$ cat config.mk
export PLATFORM = sky130hd
export DESIGN_NAME = butcher_bill_tally
export DESIGN_NICKNAME = d
export VERILOG_FILES = /design/src/rtl/butcher_bill_tally.sv
export SDC_FILE = /design/constraint.sdc
export NUM_CORES = 1
export LEC_CHECK = 0
export BUFFER_PORTS_ARGS = -buffer_cell sky130_fd_sc_hd__buf_2
export CAP_MARGIN = 40
export CORE_UTILIZATION = 50
export CTS_CLUSTER_DIAMETER = 40
export DETAILED_ROUTE_END_ITERATION = 10
export HOLD_SLACK_MARGIN = 0.12
export PLACE_DENSITY = 0.76
export SYNTH_ARGS = -nofsm -noshare
export SYNTH_HDL_FRONTEND = slang
export SYNTH_SLANG_ARGS = --single-unit
$ cat constraint.sdc
create_clock -name clk -period 5.5 [get_ports clk]
set_clock_uncertainty 0.2 [all_clocks]
set_input_delay 0.275 -clock clk [delete_from_list [all_inputs] [get_ports clk]]
set_output_delay 0.275 -clock clk [all_outputs]
set_load 0.005 [all_outputs]
$ cat src/rtl/butcher_bill_tally.sv
// Streaming item pricer and per-customer bill accumulator.
// Two-stage pipeline: table lookup, then saturating accumulate; bill on checkout.
module butcher_bill_tally #(
    parameter int CODE_W  = 3,
    parameter int PRICE_W = 12,
    parameter int QTY_W   = 4,
    parameter int TOTAL_W = 20,
    parameter int CNT_W   = 8,
    parameter logic [PRICE_W*(2**CODE_W)-1:0] PRICE_TABLE = {
        12'd100, 12'd200, 12'd600, 12'd0,
        12'd0,   12'd0,   12'd0,   12'd1000
    },
    parameter logic [(2**CODE_W)-1:0] MATCH_MASK = 8'b1110_0001
) (
    input  logic                     clk,
    input  logic                     rst,
    input  logic                     item_valid,
    output logic                     item_ready,
    input  logic [CODE_W-1:0]        item_code,
    input  logic [QTY_W-1:0]         item_qty,
    input  logic                     checkout,
    output logic                     line_valid,
    output logic [PRICE_W+QTY_W-1:0] line_price,
    output logic                     line_miss,
    output logic                     bill_valid,
    input  logic                     bill_ready,
    output logic [TOTAL_W-1:0]       bill_total,
    output logic [CNT_W-1:0]         bill_items,
    output logic [CNT_W-1:0]         bill_misses,
    output logic                     bill_overflow
);

    localparam int LP_W = PRICE_W + QTY_W;
    localparam int TS_W = ((TOTAL_W > LP_W) ? TOTAL_W : LP_W) + 1;
    localparam int IS_W = ((CNT_W > QTY_W) ? CNT_W : QTY_W) + 1;

    typedef enum logic [1:0] {
        IDLE,
        ACCUM,
        DRAIN,
        REPORT
    } state_t;

    state_t state, state_n;
    logic   drain_cnt;

    logic               accept;
    logic [PRICE_W-1:0] price_lu;

    logic               s1_valid;
    logic               s1_match;
    logic [PRICE_W-1:0] s1_price;
    logic [QTY_W-1:0]   s1_qty;

    logic [TOTAL_W-1:0] total;
    logic [CNT_W-1:0]   items;
    logic [CNT_W-1:0]   misses;
    logic               overflow;

    logic [TS_W-1:0]    tot_sum;
    logic [IS_W-1:0]    itm_sum;
    logic [CNT_W:0]     mis_sum;
    logic               tot_sat;
    logic               itm_sat;
    logic               mis_sat;
    logic               take;

    assign item_ready = (state == IDLE) || (state == ACCUM);
    assign accept     = item_valid && item_ready;
    assign bill_valid = (state == REPORT);
    assign take       = bill_valid && bill_ready;

    always_comb begin
        price_lu = '0;
        for (int k = 0; k < 2**CODE_W; k++) begin
            if (item_code == CODE_W'(k)) begin
                price_lu = PRICE_TABLE[k*PRICE_W +: PRICE_W];
            end
        end
    end

    always_comb begin
        state_n = state;
        unique case (state)
            IDLE, ACCUM: begin
                if (checkout) begin
                    state_n = DRAIN;
                end else if (accept) begin
                    state_n = ACCUM;
                end
            end
            DRAIN: begin
                if (drain_cnt) begin
                    state_n = REPORT;
                end
            end
            REPORT: begin
                if (bill_ready) begin
                    state_n = IDLE;
                end
            end
            default: state_n = IDLE;
        endcase
    end

    always_ff @(posedge clk or posedge rst) begin
        if (rst) begin
            state     <= IDLE;
            drain_cnt <= 1'b0;
        end else begin
            state     <= state_n;
            drain_cnt <= (state == DRAIN) && !drain_cnt;
        end
    end

    // Idle stage-1 slots hold zero so line_price reads 0 between lines.
    always_ff @(posedge clk or posedge rst) begin
        if (rst) begin
            s1_valid <= 1'b0;
            s1_match <= 1'b0;
            s1_price <= '0;
            s1_qty   <= '0;
        end else begin
            s1_valid <= accept;
            s1_match <= accept && MATCH_MASK[item_code];
            s1_price <= accept ? price_lu : '0;
            s1_qty   <= accept ? item_qty : '0;
        end
    end

    assign line_valid = s1_valid;
    assign line_miss  = s1_valid && !s1_match;
    assign line_price = {{QTY_W{1'b0}}, s1_price} * {{PRICE_W{1'b0}}, s1_qty};

    always_comb begin
        tot_sum = TS_W'(total) + TS_W'(line_price);
        itm_sum = IS_W'(items) + IS_W'(s1_qty);
        mis_sum = {1'b0, misses} + (CNT_W+1)'(1);
        tot_sat = tot_sum > TS_W'({TOTAL_W{1'b1}});
        itm_sat = itm_sum > IS_W'({CNT_W{1'b1}});
        mis_sat = mis_sum[CNT_W];
    end

    always_ff @(posedge clk or posedge rst) begin
        if (rst) begin
            total    <= '0;
            items    <= '0;
            misses   <= '0;
            overflow <= 1'b0;
        end else if (take) begin
            total    <= '0;
            items    <= '0;
            misses   <= '0;
            overflow <= 1'b0;
        end else if (s1_valid && s1_match) begin
            total    <= tot_sat ? {TOTAL_W{1'b1}} : tot_sum[TOTAL_W-1:0];
            items    <= itm_sat ? {CNT_W{1'b1}} : itm_sum[CNT_W-1:0];
            overflow <= overflow || tot_sat || itm_sat;
        end else if (s1_valid) begin
            misses   <= mis_sat ? {CNT_W{1'b1}} : mis_sum[CNT_W-1:0];
            overflow <= overflow || mis_sat;
        end
    end

    assign bill_total    = total;
    assign bill_items    = items;
    assign bill_misses   = misses;
    assign bill_overflow = overflow;

endmodule

==> results.ini <==
[logic_synthesis]
synth_area_leaders = dfrtp_1, ha_1, fa_1
synth-simple-area-share_pct = 18.0
synthFlopType = dfrtp_1
synth_largest_area_cell = dfrtp_1
avgSynthCellArea_um2 = 9.18
netlist_area_um2 = 4000
synth_compound_area_share_pct = 19.7
synth_top_family_by_area = compound AO/OA/AOI/OAI gates
async_flop_share_pct = 100
ys_seq_area_share_pct = 33.2
synth_edf_count = 0
synth-seq-cells = 53
yosysWarnings = 0
synth_xor_area_share_pct = 4.60
muxShareOfSynthArea_pct = 1.50
synth.distinct_cells = 52
synth_top_area_share_pct = 33.2
synthCells = 435
synth_fa_ha_area_share_pct = 18.9

[pwr]
cellPowerDensity_nw_per_um2 = 223
p_int_uw = 668
power_frac_seq_pct = 49.5
ir_drop_mv = 0.231
p_leak_uw = 0.00245
p_comb_share_pct = 27.8
p_switching_uw = 371
clkPwrFrac_pct = 22.7
switching_share_pct = 35.7

[clock_tree]
cts_tree = done
cts_root_buf = clkbuf_8
post_cts_buffers = 0
ctsHtreeMaxLevel = 2
cts-buffers-inserted = 5
cts_buffer_depth = 2
insertion_delay_ns = 0.32
cts_sinks = 53
clk_pin_slew_ns = 0.10

[timing]
whs_ns = 0.143
period_needed_ns = 5.18
setup_tns_ns = 0
clock.fmax_mhz = 193
postLayoutSetupSlackWorst_ns = 0.321
setup_violations = 0
worst_pin_slew_ns = 0.819
rsz0062_at_grt = false
finalHoldViolations = 0
relSlewSlack_pct = 45.3
slew_violations = 0
finalCritPeriodShare_pct = 94.2

[global_routing]
grt_use_total_pct = 23.7
grt-ovfl-total = 0
grt_antenna_before_repair = 0
grt_pass1_wl_um = 15900
grt_pass1_vias = 3329
grt_max_degree = 54

[setup_path]
worstPathMaxFanout = 10
worst_ep_arrival_time_ns = 5.19
endpoint_kind = flip-flop
crit_type = flip-flop to flip-flop
required_ns = 5.51
cp-start-kind = flip-flop

[final_layout]
mostFrequentLayoutCell = buf_2
syn2layout_area_growth_pct = 16.5
mostFrequentLayoutCells = buf_2, dfrtp_1, ha_1
utilization_pct = 60.2
layout-drive-gt1-share_pct = 18.4
diodes = 0
stdcell_count = 614
nets = 575

[placement]
pre_cts_ws_ns = 0.169
port_buffers = 65
gp_congestion = 1.02
dp.cells = 595
dp_hpwl_um = 7040

[flow_run]
maxCapViolCount = 0

[routing]
ant_nets = 0
drtIter0Drc = 231
drt-total-wl_um = 9280
dr.pass1.iters = 5
wl_per_cell_um = 15.1
vias = 3536
post-route-drc-count = 0
via_per_inst = 5.76

[floorplanning]
start_util_pct = 51.7
ios = 69
die_x_um = 91.4
core_area_um2 = 7730
row_count = 32
die-area_um2 = 8350
dieHeight_um = 91.4

[worst_hold_path]
hp-class = input port to flip-flop

[run_status]
status = completed

[timing repair]
item,CTS,global route
gates resized for setup,0,4
endpoints found under the hold margin,66,0
endpoints found under the setup margin,0,20
hold buffers,11,0
[flip-flops by register name, indices dropped and copies added, names as in the netlist]
register and cells:
drain_cnt 1, bill_items 8, s1_match 1, state 2
bill_total 19, line_valid 1, s1_price 8, s1_qty 4
bill_overflow 1, bill_misses 8
[cell families after synthesis]
| group | Yosys count |
|---|---|
| and+or+nand+nor | 140 |
| DFF | 53 |
| AOI/OAI and AO/OA | 124 |
| other | 1 |
| muxes | 6 |
| xor gates and xnor gates | 21 |
| adders and majority gates | 52 |
| buffers and inverters | 38 |
[worst max-delay path, stage by stage (launching register included)]
cell and delay, ns:
dfrtp_1 0.52, nand2_1 0.11, fa_1 0.49, inv_1 0.05, fa_1 0.52, fa_1 0.47, a21o_1 0.17, a21oi_1 0.20
xnor2_1 0.21, ha_1 0.37, a2111oi_0 0.42, o21ai_0 0.27, a21oi_1 0.43, o21ai_0 0.20, mux2i_1 0.15, a311o_1 0.27
[per-layer routing]
metal	vias up	global-route usage [%]	part of all wire (%)
li1	1704	-	-
met1	1702	31.9	45
met2	118	39.0	48
met3	12	4.19	5.5
met4	0	6.61	1.4
met5	-	0	0
[cell usage after synthesis (2+ instances only)]
| cell type | instances |
|---|---|
| a2111oi_0 | 2 |
| dfrtp_1 | 53 |
| or2_2 | 3 |
| inv_1 | 26 |
| nand3_1 | 13 |
| a211oi_1 | 3 |
| xor2_1 | 9 |
| o21ai_0 | 33 |
| nand2b_1 | 2 |
| nand2_1 | 34 |
| o21a_1 | 5 |
| nor2_1 | 26 |
| nor3_1 | 10 |
| or3_1 | 3 |
| o21bai_1 | 2 |
| mux2i_1 | 6 |
| clkbuf_1 | 7 |
| o221a_2 | 5 |
| a21o_1 | 4 |
| o41ai_1 | 2 |
| nand4_1 | 4 |
| a31oi_1 | 13 |
| and3_1 | 4 |
| fa_1 | 14 |
| xnor2_1 | 12 |
| and2_1 | 31 |
| a311oi_1 | 3 |
| nor3b_1 | 3 |
| ha_1 | 38 |
| buf_4 | 4 |
| nor2b_1 | 2 |
| a21oi_1 | 37 |
| o31ai_1 | 3 |
[power by group through the flow]
stage / clock, µW / combinational [µW] / sequential, µW
2_1_floorplan: 0 / 183 / 509
3_3_place_gp: 0 / 273 / 519
3_5_place_dp: 0 / 285 / 521
4_1_cts: 245 / 291 / 514
5_1_grt: 254 / 329 / 527
6_report: 236 / 289 / 515
[stage by stage]
step / area (µm²) / total power, µW
after floorplan: 4000 / 692
after global placement: 4410 / 791
after detailed placement: 4440 / 806
after CTS: 4640 / 1050
after global routing: 4650 / 1110
final: 4650 / 1040
[path summary, 6_finish.rpt]
path                             from        endpoint  slack (ns)  depth (start not counted)
setup / recovery            s1_qty[1]  bill_total[15]        0.32                         15
max in group asynchronous         rst       s1_qty[3]        4.16                          4
hold reg to reg             drain_cnt       drain_cnt        0.23                          1
hold / removal             bill_ready        state[0]        0.14                          4
min in group asynchronous         rst        s1_match        0.47                          4
setup reg to reg            s1_qty[1]  bill_total[15]        0.32                         15
[final cells by class]
type	instances	area, µm²
clock inverters	3	21.3
well taps	102	128
multi-input cells	346	2530
fillers	696	3070
repair buffers	79	478
inverters	26	97.6
clock buffers	5	68.8
flip-flops and latches	53	1330
Note: power is estimated with default switching activity, not from simulation.
